`src/rtl/opsg_pkg.sv`:
```
// opsg_pkg
// Shared constants for the OPSG sound generator and its output stages.
//   OPSG_AUDIO_WIDTH : width of one audio channel sample
//   OPSG_BCLK_DIV    : default system clocks per I2S bit-clock half-period
//   OPSG_SLOT_COUNT  : I2S slots per frame (left + right words)
//   opsg_cw()        : counter width helper that never returns zero
package opsg_pkg;

    localparam int OPSG_AUDIO_WIDTH = 16;
    localparam int OPSG_BCLK_DIV    = 4;
    localparam int OPSG_SLOT_COUNT  = 2 * OPSG_AUDIO_WIDTH;

    // Width of a counter that must hold 0..n-1; a divide-by-1 counter
    // still needs one bit so the declaration stays legal.
    function automatic int opsg_cw(input int n);
        return (n <= 2) ? 1 : $clog2(n);
    endfunction

endpackage

```
`src/rtl/opsg_i2s_clkgen.sv`:
```
// opsg_i2s_clkgen
// Bit-clock generator for the OPSG I2S output stage. Divides the system
// clock by 2*BCLK_DIV and flags the clk cycle on which bclk is about to
// toggle, so downstream registers change together with bclk.
// Ports:
//   i_clk   : system clock
//   i_rst   : asynchronous active-high reset
//   o_bclk  : registered bit clock (0 after reset)
//   o_fall  : high for the one clk whose edge takes bclk 1->0
//   o_rise  : high for the one clk whose edge takes bclk 0->1
module opsg_i2s_clkgen
    import opsg_pkg::*;
#(
    parameter int BCLK_DIV = OPSG_BCLK_DIV
) (
    input  logic i_clk,
    input  logic i_rst,
    output logic o_bclk,
    output logic o_fall,
    output logic o_rise
);

    localparam int CW = opsg_cw(BCLK_DIV);

    logic [CW-1:0] r_div_cnt;
    logic          r_bclk;
    logic          w_wrap;

    assign w_wrap = (r_div_cnt == CW'(BCLK_DIV - 1));

    always_ff @(posedge i_clk or posedge i_rst) begin
        if (i_rst) begin
            r_div_cnt <= '0;
            r_bclk    <= 1'b0;
        end else if (w_wrap) begin
            r_div_cnt <= '0;
            r_bclk    <= ~r_bclk;
        end else begin
            r_div_cnt <= r_div_cnt + 1'b1;
        end
    end

    // Events are decoded from the current state, so the edge that toggles
    // bclk is also the edge on which consumers see the event.
    assign o_bclk = r_bclk;
    assign o_fall = w_wrap &  r_bclk;
    assign o_rise = w_wrap & ~r_bclk;

endmodule

```
`src/rtl/opsg_i2s.sv`:
```
// opsg_i2s
// Serial I2S output stage for the OPSG sound generator. Latches both
// channels once per frame and shifts them out MSB first to a DAC.
// Build option: define OPSG_I2S_LEFT_JUSTIFIED_EN for left-justified
// framing (no one-bit delay); default is standard I2S.
// Ports:
//   clk          : system clock (only clock)
//   rst          : asynchronous active-high reset
//   audio_left   : left sample, sampled only at the frame wrap
//   audio_right  : right sample, sampled only at the frame wrap
//   bclk         : bit clock, DAC samples sdata on its rising edge
//   lrck         : word select, 0 = left, 1 = right
//   sdata        : serial data, MSB first
//   sample_req   : one-clk pulse when new inputs are latched
module opsg_i2s
    import opsg_pkg::*;
#(
    parameter int BCLK_DIV     = OPSG_BCLK_DIV,
    parameter int SAMPLE_WIDTH = OPSG_AUDIO_WIDTH
) (
    input  logic                    clk,
    input  logic                    rst,
    input  logic [SAMPLE_WIDTH-1:0] audio_left,
    input  logic [SAMPLE_WIDTH-1:0] audio_right,
    output logic                    bclk,
    output logic                    lrck,
    output logic                    sdata,
    output logic                    sample_req
);

    localparam int W     = SAMPLE_WIDTH;
    localparam int SLOTS = 2 * W;
    localparam int SW    = opsg_cw(SLOTS);

    logic          w_fall;
    logic          w_rise;
    logic [SW-1:0] r_slot;
    logic [W-1:0]  r_shl;
    logic [W-1:0]  r_shr;
    logic          r_lrck;
    logic          r_sdata;
    logic          r_sample_req;

    logic            w_slot_last;
    logic [SW-1:0]   w_slot_next;
    logic [SW-1:0]   w_bit_idx;
    logic [2*W-1:0]  w_word_cur;
    logic            w_bit;

    opsg_i2s_clkgen #(
        .BCLK_DIV (BCLK_DIV)
    ) u_clkgen (
        .i_clk  (clk),
        .i_rst  (rst),
        .o_bclk (bclk),
        .o_fall (w_fall),
        .o_rise (w_rise)
    );

    assign w_slot_last = (r_slot == SW'(SLOTS - 1));
    assign w_slot_next = w_slot_last ? '0 : r_slot + 1'b1;
    assign w_word_cur  = {r_shl, r_shr};

`ifdef OPSG_I2S_LEFT_JUSTIFIED_EN
    // The new slot's own bit goes out; at the wrap that bit belongs to the
    // frame being latched right now, so take it from the inputs.
    logic [2*W-1:0] w_word_new;
    assign w_word_new = w_slot_last ? {audio_left, audio_right} : w_word_cur;
    assign w_bit_idx  = SW'(SLOTS - 1) - w_slot_next;
    assign w_bit      = w_word_new[w_bit_idx];
`else
    // One-bclk delay: the bit of the slot just finished goes out. At the
    // wrap the shadows still hold the old frame, which yields the previous
    // right LSB in slot 0.
    assign w_bit_idx = SW'(SLOTS - 1) - r_slot;
    assign w_bit     = w_word_cur[w_bit_idx];
`endif

    always_ff @(posedge clk or posedge rst) begin
        if (rst) begin
            r_slot       <= SW'(SLOTS - 1);
            r_shl        <= '0;
            r_shr        <= '0;
            r_lrck       <= 1'b0;
            r_sdata      <= 1'b0;
            r_sample_req <= 1'b0;
        end else begin
            r_sample_req <= 1'b0;
            if (w_fall) begin
                r_slot  <= w_slot_next;
                r_lrck  <= (w_slot_next >= SW'(W));
                r_sdata <= w_bit;
                if (w_slot_last) begin
                    r_shl        <= audio_left;
                    r_shr        <= audio_right;
                    r_sample_req <= 1'b1;
                end
            end
        end
    end

    // Rise and fall share the divider wrap and must never coincide.
    always @(posedge clk) begin
        if (!rst) begin
            assert (!(w_fall && w_rise));
        end
    end

    assign lrck       = r_lrck;
    assign sdata      = r_sdata;
    assign sample_req = r_sample_req;

endmodule

```
`config.mk`:
```
export PLATFORM = sky130hd
export DESIGN_NAME = opsg_i2s
export DESIGN_NICKNAME = d
export VERILOG_FILES = /design/src/rtl/opsg_pkg.sv /design/src/rtl/opsg_i2s_clkgen.sv /design/src/rtl/opsg_i2s.sv
export SDC_FILE = /design/constraint.sdc
export NUM_CORES = 1
export LEC_CHECK = 0
export CELL_PAD_IN_SITES_DETAIL_PLACEMENT = 0
export CELL_PAD_IN_SITES_GLOBAL_PLACEMENT = 1
export CORE_ASPECT_RATIO = 0.9
export CORE_MARGIN = 2
export CORE_UTILIZATION = 45
export CTS_CLUSTER_SIZE = 10
export DETAILED_ROUTE_END_ITERATION = 10
export PLACE_DENSITY = 0.85
export SETUP_SLACK_MARGIN = 0.15
export SYNTH_ARGS = -nofsm -noshare
export SYNTH_HDL_FRONTEND = slang
export SYNTH_SLANG_ARGS = --single-unit
```
`constraint.sdc`:
```
create_clock -name clk -period 3 [get_ports clk]
set_input_delay 0.3 -clock clk [delete_from_list [all_inputs] [get_ports clk]]
set_output_delay 0.3 -clock clk [all_outputs]
set_load 0.05 [all_outputs]
```
Word level (Yosys, flattened, before mapping)
Cells that the tools add are included.
- memories: 0
- ROM bits: 0
- input port bits: 34
- memory bits (writable): 0
- output and inout port bits: 4
- latch bits: 0
- logic and storage cells: 24
- flip-flop bits (word level): 43
- div/mod/pow operators: 0
- add/sub/neg operators: 3
- $lt $le $gt $ge: 2
- reduce and logical (&&, ||, !) cells: 1
- equal/unequal tests: 2
- bitwise gates (word level): 2
- shifts and indexed selects: 0
- muxes and demuxes: 6
- multipliers: 0
- operators with widths (cell ; count):
    5-bit by 6-bit < comparator with 1-bit output (second input constant) ; 1
    5-bit by 1-bit adder with 5-bit output (second input constant) ; 1
    1-bit binary-select mux with 5-bit select ; 1
    5-bit equality test (second input constant) ; 1
    5-bit >= comparator (second input constant) ; 1
    5-bit two-way mux ; 1
    5-bit subtractor (first input constant) ; 1
    1-bit two-way mux ; 3
    2-bit by 1-bit adder with 2-bit output (second input constant) ; 1
    2-bit equality test (second input constant) ; 1
    2-bit two-way mux ; 1
    2-bit AND reduction ; 1
    1-bit bitwise AND ; 1
    1-bit inverter ; 1

Depth between registers and ports, before layout
Gate-level depths: netlist (run 1).
- depth after elaboration: 3
- depth in mapped cells: 7
- depth with buffers taken out: 7

Hierarchy
From an unflattened synthesis (run 1), not the netlist that was laid out.
- cells, all modules: 140
- area total of the unflattened synthesis: 2003.2 um2
- modules (own cells, without submodules) (module ; area each (um2) ; sequential area each (um2) ; cells each ; times used):
    opsg_i2s ; 1883.1 ; 1007.2 ; 131 ; 1
    opsg_i2s_clkgen ; 120.1 ; 75.1 ; 9 ; 1

Least setup slack after synthesis (run 1)
Ideal clock, no wire load.
- kind: reg-to-reg
- start point: reg r_slot[0]
- end point: reg r_shl[10]
- arrival: 1.658 ns
- path slack: 1.217 ns
- required time: 2.875 ns
- stages on the path, launching flop included: 6
- cell sequence: dfstp_2 > ha_1 > nand3_1 > nor2_1 > buf_2 > mux2_2
- cells in the longest elaborated chain, start to end: 2
- ends and longest elaborated chain (element ; RTL line ; RTL):
    from (decl) ; opsg_i2s.sv:37 ; logic [SW-1:0] r_slot;
    from (signal assigned) ; opsg_i2s.sv:81 ; r_slot <= SW'(SLOTS - 1);
    from (signal assigned) ; opsg_i2s.sv:90 ; r_slot <= w_slot_next;
    5-bit equality test ; opsg_i2s.sv:60 ; assign w_slot_last = (r_slot == SW'(SLOTS - 1));
    2-bit AND reduction (no source line) ; - ;
    to (signal assigned) ; opsg_i2s.sv:94 ; r_shl <= audio_left;
    to (decl) ; opsg_i2s.sv:38 ; logic [W-1:0] r_shl;
No other way between the ends.
A chain may end at the register's enable or synchronous reset.

Worst setup path in the final report (run 1)
- start point: reg r_slot[0]
- end point: reg r_shr[12]
- cells in the longest elaborated chain, start to end: 2
- ends and longest elaborated chain (element ; RTL line ; RTL):
    5-bit equality test ; opsg_i2s.sv:60 ;
    2-bit AND reduction (no source line) ; - ;
    to (signal assigned) ; opsg_i2s.sv:95 ; r_shr <= audio_right;
    to (decl) ; opsg_i2s.sv:39 ; logic [W-1:0] r_shr;
No other way between the ends.

==> results of run 1 <==
-- registers in the layout, summed over array words and instances, names as in the netlist --
signal              count
u_clkgen.r_div_cnt      2
lrck                    1
sample_req              1
r_shr                  16
r_shl                  16
r_slot                  5
sdata                   1
u_clkgen.o_bclk         1
-- logic make-up after synthesis --
family,after synthesis,share of synthesized area
mux,46,0.292
xor+xnor,1,0.00445
flops,43,0.549
buf+inv,10,0.0279
fa+ha+maj,3,0.0190
simple gates,27,0.0654
compound gates,12,0.0419
-- final cells by class --
| cell class | instances | area (sq um) | area share |
|---|---|---|---|
| Sequential cell | 43 | 1080 | 0.438 |
| Tap cell | 48 | 60.1 | 0.0243 |
| Clock buffer | 8 | 100 | 0.0405 |
| Inverter | 2 | 7.51 | 0.00304 |
| Multi-Input combinational cell | 89 | 836 | 0.338 |
| Timing Repair Buffer | 39 | 385 | 0.156 |
-- through the flow --
| stage | utilization | std cells | worst slack (ps) | total power, mW | hold WS (ps) |
|---|---|---|---|---|---|
| 2_1_floorplan | - | 142 | 1220 | 0.599 | 410 |
| 3_3_place_gp | 0.574 | 221 | 913 | 0.645 | 421 |
| 3_5_place_dp | 0.574 | 221 | 871 | 0.647 | 427 |
| 4_1_cts | 0.598 | 229 | 856 | 1.04 | 438 |
| 5_1_grt | 0.598 | 229 | 711 | 1.08 | 463 |
| 6_report | 0.598 | 229 | 875 | 1.03 | 434 |
-- synthesized netlist by cell type, drive strengths merged --
cell type   n
nand3b      2
inv         2
a41o        1
nand2b      3
buf         7
xor2        1
nor2        6
mux2       33
nand2       8
dfstp       5
o21ai       4
nand3       5
a32o        1
a21oi       2
dfrtp      38
mux4        5
clkbuf      1
and3        2
nor3        1
mux2i       8
a32oi       1
o22a        1
ha          3
a21o        2
-- report_power, final --
part           switching (mW)  internal [mW]  total (mW)
logic                  0.0164         0.0383      0.0547
registers                   0          0.579       0.579
clock network           0.187          0.210       0.397
total                   0.203          0.828        1.03
-- worst paths after layout --
kind	startpoint	end	depth (start not counted)
setup / recovery	r_slot[0]	r_shr[12]	5
hold / removal	u_clkgen.r_div_cnt[0]	u_clkgen.r_div_cnt[0]	1
setup reg to reg	r_slot[0]	r_shr[12]	5
hold reg to reg	u_clkgen.r_div_cnt[0]	u_clkgen.r_div_cnt[0]	1
max in group asynchronous	rst	r_slot[0]	3
min in group asynchronous	rst	r_shl[15]	3
-- worst max-delay path, cell delays in order, from the launching register on --
cell     delay, ps
dfstp_2        750
ha_1           250
nand3_1        120
nor2_2         130
buf_4          370
mux2_2         380
-- metal layers --
layer / track usage / part of all wire
met1: 0.206 / 0.46
met4: 0.0477 / 0.0075
met2: 0.253 / 0.49
met3: 0.0605 / 0.043
met5: 0 / 0
==> results.yml, run 1 <==
layout:
  fin_nets: 217
  diodes: 0
  layout.cells.most_common: "dfrtp_1"
  area_delta_synth_final_pct: 25.4
  drive_gt1_frac: 0.271
  fill_cells: 334
  final_cell_mix: "dfrtp_1, clkdlybuf4s50_1, mux2_2"
  stdcell_area_sq_um: 2470
critical_path:
  crit_type: "register to register"
  path_max_fanout: 32
  cp.arrival_ps: 2300
  critPathCaptureType: "register"
  reg2reg_setup_slack_ps: 870
  cp-start-kind: "register"
  crit_required_ps: 3180
routing:
  drt_iter0_drc: 53
  drt_wl_total_microns: 3460
  drtPass1Iterations: 4
  vias_per_cell: 5.42
  vias: 1242
  drtAntennaViolNets: 0
  drcViolationCount: 0
  wl_per_cell_microns: 15.1
global_route:
  grt_pass1_vias: 1317
  grt_first_pass_wirelength_microns: 5890
  antenna_found_initial: 0
  grt_max_degree: 44
  gr-usage-all-layers: 0.161
  grt.overflow.total: 0
logic_synthesis:
  synthCells: 142
  syn_area_per_cell_sq_um: 13.9
  synth_top_area_frac: 0.483
  synth_top_area_cell: "dfrtp_1"
  ys_ff_latch: 43
  yosysUniqueCellTypes: 28
  synth-seq-area-share: 0.549
  synth_warnings: 0
  syn_area_sq_um: 1970
  synth.area.top_cells: "dfrtp_1, mux2_2, dfstp_2"
  synth_fp_nets: 179
floorplan:
  io_pins: 38
  dieArea_sq_um: 4930
  core_sq_um: 4130
  initial_core_util: 0.477
  die_w_microns: 73.8
  die_h_microns: 66.8
  fp-row-count: 22
clock_tree:
  numCtsBuffers: 5
  cts_sinks: 43
  cts_setup_buffers: 0
  cts_resized: 0
  ctsLongestPathBuffers: 2
  clkLatencyLatePin_ps: 290
  htree_levels: 2
  clk_pin_slew_ps: 80
  clock-root-buffer: "clkbuf_8"
  tritoncts: "yes"
  hold_buffers: 0
sta:
  slew_headroom: 0.648
  setup_viol: 0
  worst_pin_slew_ps: 528
  slew_violations: 0
  finalCritPeriodShare: 0.708
  finalSetupTns_ps: 0
  min_period_ps: 2130
  max_clock_freq_ghz: 0.471
  rsz0062_at_grt: "no"
  skew_ps: 4.67
  hold_violations: 0
pwr:
  power.leakage_nw: 1.23
  ir_worst_vdd_mv: 0.319
  power_density_nw_per_um2: 417
placed_design:
  postPlaceCellArea_sq_um: 2370
  gp_congestion: 0.803
  hpwl_microns: 2420
  port_buffers: 37
status:
  status: "finished clean"
hold_path:
  hold_class: "register to register"
flow_run:
  maxCapViolCount: 0
Power figures use the tool's default switching activity.
==> inputs of run 2 (changes only) <==
Settings changed: CORE_UTILIZATION 45 to 41, PLACE_DENSITY 0.85 to 0.79.
Clock period 3 ns to 2 ns, I/O delays scaled along.
==> results.yml, run 2 (same netlist as run 1, synthesis figures left out) <==
critical_path:
  crit_family: "multiplexers"
  cp-start-kind: "register"
  cp_cell_sequence: "mux4_1, mux2i_1, nand2_1, a32o_1"
  critPathCaptureType: "register"
  reg2regPathDepth: 4
  max_stage_delay_ps: 610
  path_buf_inv: 0
  crit_type: "register to register"
  reg2reg_setup_slack_ps: 190
  crit_slowest_cell: "dfstp_2"
  cp.arrival_ps: 1990
  path_max_fanout: 5
  timing.rr.end: "sdata"
  r2r-start: "r_slot[0]"
  crit_required_ps: 2180
clock_tree:
  clk_pin_slew_ps: 80
  htree_levels: 2
  ctsLongestPathBuffers: 2
  hold_buffers: 0
  cts_sinks: 43
  cts_setup_buffers: 0
  clock-root-buffer: "clkbuf_8"
  clkLatencyLatePin_ps: 290
  tritoncts: "yes"
  numCtsBuffers: 5
floorplan:
  io_pins: 38
  die_w_microns: 77.1
  die_h_microns: 69.8
  dieArea_sq_um: 5380
  fp-row-count: 23
  initial_core_util: 0.433
  core_sq_um: 4550
placed_design:
  port_buffers: 37
  hpwl_microns: 2690
  dpl_worst_slack_ps: 165
  place_inst: 241
  gp_congestion: 0.789
sta:
  rsz0062_at_grt: "yes"
  min_period_ps: 1810
  setup_viol: 0
  slew_headroom: 0.645
  hold_slack_ps: 342
  finalSetupTns_ps: 0
  worst_pin_slew_ps: 533
  max_clock_freq_ghz: 0.552
  finalCritPeriodShare: 0.906
  hold_violations: 0
  slew_violations: 0
  skew_ps: 7.38
  worst_slack_ps: 188
layout:
  stdcell_count: 249
  diodes: 0
  fill_cells: 383
  drive_gt1_frac: 0.289
  final_cell_mix: "dfrtp_1, clkdlybuf4s50_1, mux2_2"
  post-route-util: 0.564
  reg_top3: "r_shl: 16 flops, r_shr: 16 flops, r_slot: 5 flops"
  fin_nets: 223
  multi_input_area_sq_um: 841
  layout.cells.most_common: "dfrtp_1"
  area_delta_synth_final_pct: 30.2
  ff_latch_area_sq_um: 1080
routing:
  vias: 1276
  drcViolationCount: 0
  drt_iter0_drc: 69
  drtPass1Iterations: 5
  drt_wl_total_microns: 3630
  drtAntennaViolNets: 0
  vias_per_cell: 5.12
  wl_per_cell_microns: 14.6
hold_path:
  hold_class: "primary input to async pin"
pwr:
  ir_worst_vdd_mv: 0.327
  power.leakage_nw: 1.26
  power_density_nw_per_um2: 624
global_route:
  grt_max_degree: 44
  grt.overflow.total: 0
  antenna_found_initial: 0
  grt_first_pass_wirelength_microns: 6130
  grt_pass1_vias: 1324
  gr-usage-all-layers: 0.148
status:
  status: "finished clean"
flow_run:
  maxCapViolCount: 0
run 2: cell count changes in the layout (fill, tap and decap cells not counted), sizes merged:
cell,change
buf,+6
bufinv,+1
clkbuf,-1
run 2: power by group:
part / internal (mW) / total (mW) / switching, mW
Clock: 0.374 / 0.649 / 0.276
Combinational: 0.0574 / 0.0820 / 0.0247
Sequential: 0.869 / 0.869 / 0
run 2: metal layers:
metal  wire length [microns]  GRT usage
met1                    1620      0.186
met2                    1770      0.239
met3                     182     0.0430
met4                      60     0.0655
met5                       0          0
run 2: cell type report:
| class | instances | area share |
|---|---|---|
| clock buffers | 7 | 0.0298 |
| inverters | 2 | 0.00293 |
| well taps | 62 | 0.0302 |
| clock inverters | 1 | 0.0117 |
| flip-flops and latches | 43 | 0.422 |
| multi-input cells | 89 | 0.328 |
| repair buffers | 45 | 0.176 |
run 2: worst reg2reg max path, delay by kind of cell (launching register included):
family,cells,cell delay (ps)
AND/OR/NAND/NOR,1,80
flip-flops,1,610
multiplexers,2,770
AO/OA/AOI/OAI,1,260
run 2: how the worst max path moves through the flow:
| stage | startpoint | to | cells past startpoint |
|---|---|---|---|
| 2_1_floorplan | r_slot[0] | r_shl[10] | 5 |
| 3_3_place_gp | r_slot[0] | r_shl[13] | 5 |
| 3_5_place_dp | r_slot[0] | r_shr[5] | 5 |
| 4_1_cts | r_slot[0] | sdata | 5 |
| 5_1_grt | r_slot[0] | sdata | 4 |
| 6_report | r_slot[0] | sdata | 4 |
run 2: through the flow:
stage	total power, mW	cell area [sq um]
after floorplan	0.899	1970
after global placement	0.967	2450
after detailed placement	0.969	2450
after CTS	1.63	2560
after global routing	1.67	2560
final	1.60	2560
run 2: timing repair:
item                       CTS  global route
setup endpoints to repair    1            33
pin swaps                    0             2
resized for setup            1             2
==> inputs of run 3 (changes only) <==
Settings changed: HOLD_SLACK_MARGIN set to 0.05.
==> results of run 3 <==
Same layout as run 2: the final DEF is identical, and so are final timing and power.
==> variant 1: new RTL, config.mk and constraints of run 3 <==
The package constant `OPSG_AUDIO_WIDTH` goes from 16 to 20.
--- a/src/rtl/opsg_pkg.sv
+++ b/src/rtl/opsg_pkg.sv
@@ -6,7 +6,7 @@
 //   opsg_cw()        : counter width helper that never returns zero
 package opsg_pkg;
 
-    localparam int OPSG_AUDIO_WIDTH = 16;
+    localparam int OPSG_AUDIO_WIDTH = 20;
     localparam int OPSG_BCLK_DIV    = 4;
     localparam int OPSG_SLOT_COUNT  = 2 * OPSG_AUDIO_WIDTH;
 
Ports: changed (resized audio_left and audio_right); port bits go from 38 to 46. No check against the original RTL was run, so the function may have changed too.
==> variant 1 against run 3 <==
- power up 11%
- wire length rose by 31%
- cell area up 29%
- largest power group unchanged
- worst setup slack gained 0.017 ns
- final cell count up 26%
- critical path type unchanged
- sequential cell count grew 9
- area after synthesis up 30%
- sequential power grew 21%
==> variant 1: results (changes against run 3) <==
| Metric | Value |
|---|---|
| Dpl ws | 0.140 ns (-0.0249 ns) |
| Syn nets | 230 (+28%) |
| Commonest cells post-synth | dfrtp_1, mux2_2, mux2_1 |
| Nets | 288 (+29%) |
| Worst r2r src | r_slot[1]$_DFFE_PP1P_ |
| Regs by FF count | r_shl (20), r_shr (20), r_slot (6) |
| Clock Skew | 0.00604 ns (-0.00133 ns) |
| Total Routing Usage GR | 15.1% (+0.23 points) |
| Via count | 1,654 (+30%) |
| Reg2reg path depth | 5 (+1) |
| P_leak | 0.00152 uW (+20%) |
| TritonCTS Buffers | 5 (unchanged) |
| Routed wire length | 4770 um (+31%) |
| Status | complete, no violations |
| Initial DRT Pass Iterations | 4 (-1) |
| Worst skew pair latency | 0.31 ns (+0.02 ns) |
| Max FO, Critical Path | 25 (+20) |
| Maximum clock path buffer count | 2 (unchanged) |
| Fill count | 535 (+40%) |
| HPWL after DPL | 3460 um (+28%) |
| Placed instance area | 3100 sq um (+27%) |
| Reg2reg end | r_shl[12]$_DFFE_PP0P_ |
| Cell-internal power | 1400 uW (+7.8%) |
| Placer Congestion | 0.798 (+1.1%) |
| Drt initial violations | 47 (-32%) |
| Maximum VDD drop | 0.369 mV (+13%) |
| Antenna violations before repair | 0 (unchanged) |
| Largest net degree at the start of global routing | 35 (-20%) |
| Synth top area cells | dfrtp_1, mux2_2, mux2_1 |
| First-pass GRT wire length | 8030 um (+31%) |
| Post-synthesis sequential area ratio | 51.1% (-3.8 points) |
| Actual slew at the worst max-slew pin | 0.492 ns (-0.0412 ns) |
| Worst Slack Setup Final | 0.205 ns (+0.0171 ns) |
| PortBufs | 45 (+22%) |
| Fraction of layout cells with a size suffix above 1 | 33.5% (+4.6 points) |
| Unique masters post-synth | 41 (+46%) |
## variant 1: logic make-up after synthesis
family	synth area share (%)
buf+inv	4.80
simple gates	7.20
xor+xnor	1.03
mux	27.8
compound gates	5.68
fa+ha+maj	2.45
flops	51.1
## variant 1: what timing repair did
item                                    in CTS  in global routing
endpoints found under the setup margin      25                 42
hold buffers                                 0                  0
resized for setup                            1                  8
endpoints found under the hold margin        0                  0
setup buffers                                1                  7
pin swaps                                    1                  4
## variant 1: critical path, stage by stage (launching register included)
cell     delay [ns]
dfstp_2        0.59
and3_4         0.23
nand3_2        0.12
nor2_4         0.17
buf_12         0.20
mux2_2         0.36
## variant 1: per-layer routing
metal,share of wire (%),global-route usage [%],vias up,wire (um)
li1,-,-,787,-
met4,1.2,4.15,0,58
met5,0,0,-,0
met3,4.2,4.05,7,201
met2,46,22.5,30,2170
met1,49,21.6,830,2340
## variant 1: power groups by stage
stage | Combinational (uW) | Clock [uW] | Sequential (uW)
5_1_grt | 116 | 685 | 1050
6_report | 106 | 620 | 1050
2_1_floorplan | 16.0 | 0 | 1070
3_3_place_gp | 108 | 0 | 1070
4_1_cts | 109 | 631 | 1050
3_5_place_dp | 108 | 0 | 1070
## variant 1: cell type report
type                            instances  share of cell area [%]
Sequential cell                        52                    39.6
Multi-Input combinational cell        115                    35.4
Timing Repair Buffer                   63                    19.0
Tap cell                               72                    2.73
Clock buffer                            6                    2.50
Inverter                                4                   0.455
Clock inverter                          2                   0.303
## variant 1: metrics by stage
stage	cells	hold WS [ns]	util (%)
after global placement	298	0.418	51.0
after global routing	314	0.243	54.3
after CTS	307	0.205	52.7
final	314	0.194	54.3
after detailed placement	298	0.419	51.0
after floorplan	183	0.335	-
==> variant 2: new RTL, flow settings as in run 3 <==
Made on the original files. Make the reset (`i_rst` and `rst`) synchronous in 2 clocked blocks. Comments in the files are not updated.
--- a/src/rtl/opsg_i2s_clkgen.sv
+++ b/src/rtl/opsg_i2s_clkgen.sv
@@ -28,7 +28,7 @@
 
     assign w_wrap = (r_div_cnt == CW'(BCLK_DIV - 1));
 
-    always_ff @(posedge i_clk or posedge i_rst) begin
+    always_ff @(posedge i_clk) begin
         if (i_rst) begin
             r_div_cnt <= '0;
             r_bclk    <= 1'b0;
--- a/src/rtl/opsg_i2s.sv
+++ b/src/rtl/opsg_i2s.sv
@@ -76,7 +76,7 @@
     assign w_bit     = w_word_cur[w_bit_idx];
 `endif
 
-    always_ff @(posedge clk or posedge rst) begin
+    always_ff @(posedge clk) begin
         if (rst) begin
             r_slot       <= SW'(SLOTS - 1);
             r_shl        <= '0;
Check against the original RTL: differs if rst is asserted again (counterexample within 10 cycles, from zero or initial values and one cycle with rst high); with rst held inactive, the same outputs for 10 cycles.
==> variant 2 against run 3 <==
- wire length rose by 4.0%
- power is 4.8% lower
- global-route usage increased by 2.2 points
- area after synthesis is 7.2% lower
- combinational power increased by 51%
- worst hold slack better by 0.094 ns
- critical path type unchanged
- first-iteration DRC count shrank 13%
- worst setup slack is essentially flat
- core utilization is 2.0 points lower
- sequential cell count is the same
- cell area down 7.2%
==> variant 2: results (changes against run 3) <==
| Metric | Value |
|---|---|
| Status | complete, no violations |
| Maximum VDD drop | 0.408 mV (+25%) |
| Yosys warnings | 0 (unchanged) |
| Actual slew at the worst max-slew pin | 0.490 ns (-0.0435 ns) |
| Diode count | 0 (unchanged) |
| Synth top area cells | dfxtp_1, nand2_1, a21oi_1 |
| Commonest cells post-synth | nand2_1, dfxtp_1, a21oi_1 |
| Unique masters post-synth | 29 (+3.6%) |
| Max FO, Critical Path | 3 (-2) |
| Worst endpoint data arrival time | 2.00 ns |
| Post-CTS Setup Inserts | 0 (unchanged) |
| Nets | 284 (+27%) |
| Slowest cell on the critical path | mux4_1 |
| Worst skew pair latency | 0.29 ns (about the same) |
| Hold Crit Class | reg -> reg |
| PortBufs | 37 (unchanged) |
| Clock transition at path regs | 0.08 ns (about the same) |
| Delay-heaviest family, CP | multiplexers |
| Total Routing Usage GR | 17.1% (+2.2 points) |
| Largest net degree at the start of global routing | 33 (-25%) |
| HPWL after DPL | 2700 um (+0.16%) |
| Routed wire length | 3780 um (+4.0%) |
| Maximum clock path buffer count | 2 (unchanged) |
| Fraction of layout cells with a size suffix above 1 | 10.1% (-19 points) |
| TritonCTS Buffers | 5 (unchanged) |
| Placer Congestion | 0.816 (+3.4%) |
| Initial DRT Pass Iterations | 4 (-1) |
| First-pass GRT wire length | 6500 um (+6.1%) |
| Drt initial violations | 60 (-13%) |
| Vias in the first global route | 1,438 (+8.6%) |
| Vias per cell | 4.96 (-3.2%) |
| Async set-reset flop share out of synthesis | 0% (-100 points) |
| Root buffer cell | clkbuf_8 |
| Max stage delay on crit path | 0.55 ns (-0.06 ns) |
| P_leak | 0.000862 uW (-32%) |
| Syn nets | 248 (+39%) |
| Antenna violations before repair | 0 (unchanged) |
| Regs by FF count | r_shl (16), r_shr (16), r_slot (5) |
| H-tree depth | 2 (unchanged) |
| Gates resized, CTS repair | 1 (unchanged) |
| Clock Skew | 0.00661 ns (-0.000764 ns) |
| Post-synthesis sequential area ratio | 47.1% (-7.8 points) |
-- variant 2: cell count changes after synthesis, sizes merged, moves of 5 or more --
cell / change
a21oi: +33
dfstp: -5
dfrtp: -38
nand2: +64
clkbuf: +13
mux2: -31
dfxtp: +43
nor2: -5
-- variant 2: final cells by class --
cell class / count / area, sq um
clock buffer: 6 / 72.6
clock inverter: 2 / 12.5
fill: 445 / 1990
inverter: 2 / 7.51
multi-input combinational: 149 / 892
sequential: 43 / 865
tap: 62 / 77.6
timing repair buffer: 46 / 454
-- variant 2: kinds of logic (layout without fill, tap and decap cells) --
family | Yosys count | count (layout) | synth area share, %
simple gates | 86 | 86 | 19.8
compound gates | 46 | 46 | 14.2
flops | 43 | 43 | 47.1
buf+inv | 19 | 56 | 4.59
mux | 13 | 13 | 11.8
fa+ha+maj | 3 | 3 | 2.05
xor+xnor | 1 | 1 | 0.479
-- variant 2: path summary, 6_finish.rpt --
check | from | endpoint | slack (ns) | cells past startpoint
max | r_slot[0]$_SDFFE_PP1N_ | sdata$_SDFFE_PP0N_ | 0.19 | 4
min | u_clkgen.r_div_cnt[0]$_SDFF_PP0_ | u_clkgen.r_div_cnt[0]$_SDFF_PP0_ | 0.44 | 1
min reg2reg | u_clkgen.r_div_cnt[0]$_SDFF_PP0_ | u_clkgen.r_div_cnt[0]$_SDFF_PP0_ | 0.44 | 1
max reg2reg | r_slot[0]$_SDFFE_PP1N_ | sdata$_SDFFE_PP0N_ | 0.19 | 4
-- variant 2: stage by stage --
stage / hold WS [ns] / worst slack (ns) / area (sq um) / utilization, % / std cells
finish: 0.437 / 0.188 / 2380 / 54.4 / 310
global route: 0.451 / 0.143 / 2380 / 54.4 / 310
CTS: 0.436 / 0.182 / 2370 / 54.1 / 310
detailed placement: 0.425 / 0.158 / 2280 / 52.1 / 302
global placement: 0.418 / 0.229 / 2280 / 52.1 / 302
floorplan: 0.336 / 0.172 / 1830 / - / 211
-- variant 2: metal layers --
layer  vias up  track usage [%]  part of all wire [%]
li1        790                -                     -
met1       709             22.9                    50
met2        34             26.1                    44
met3         5             4.63                   4.1
met4         0             6.70                   1.5
met5         -                0                     0
-- variant 2: power breakdown --
| group | switching, uW | internal, uW |
|---|---|---|
| logic | 44.6 | 79.3 |
| clock network | 285 | 244 |
| registers | 6.76 | 865 |
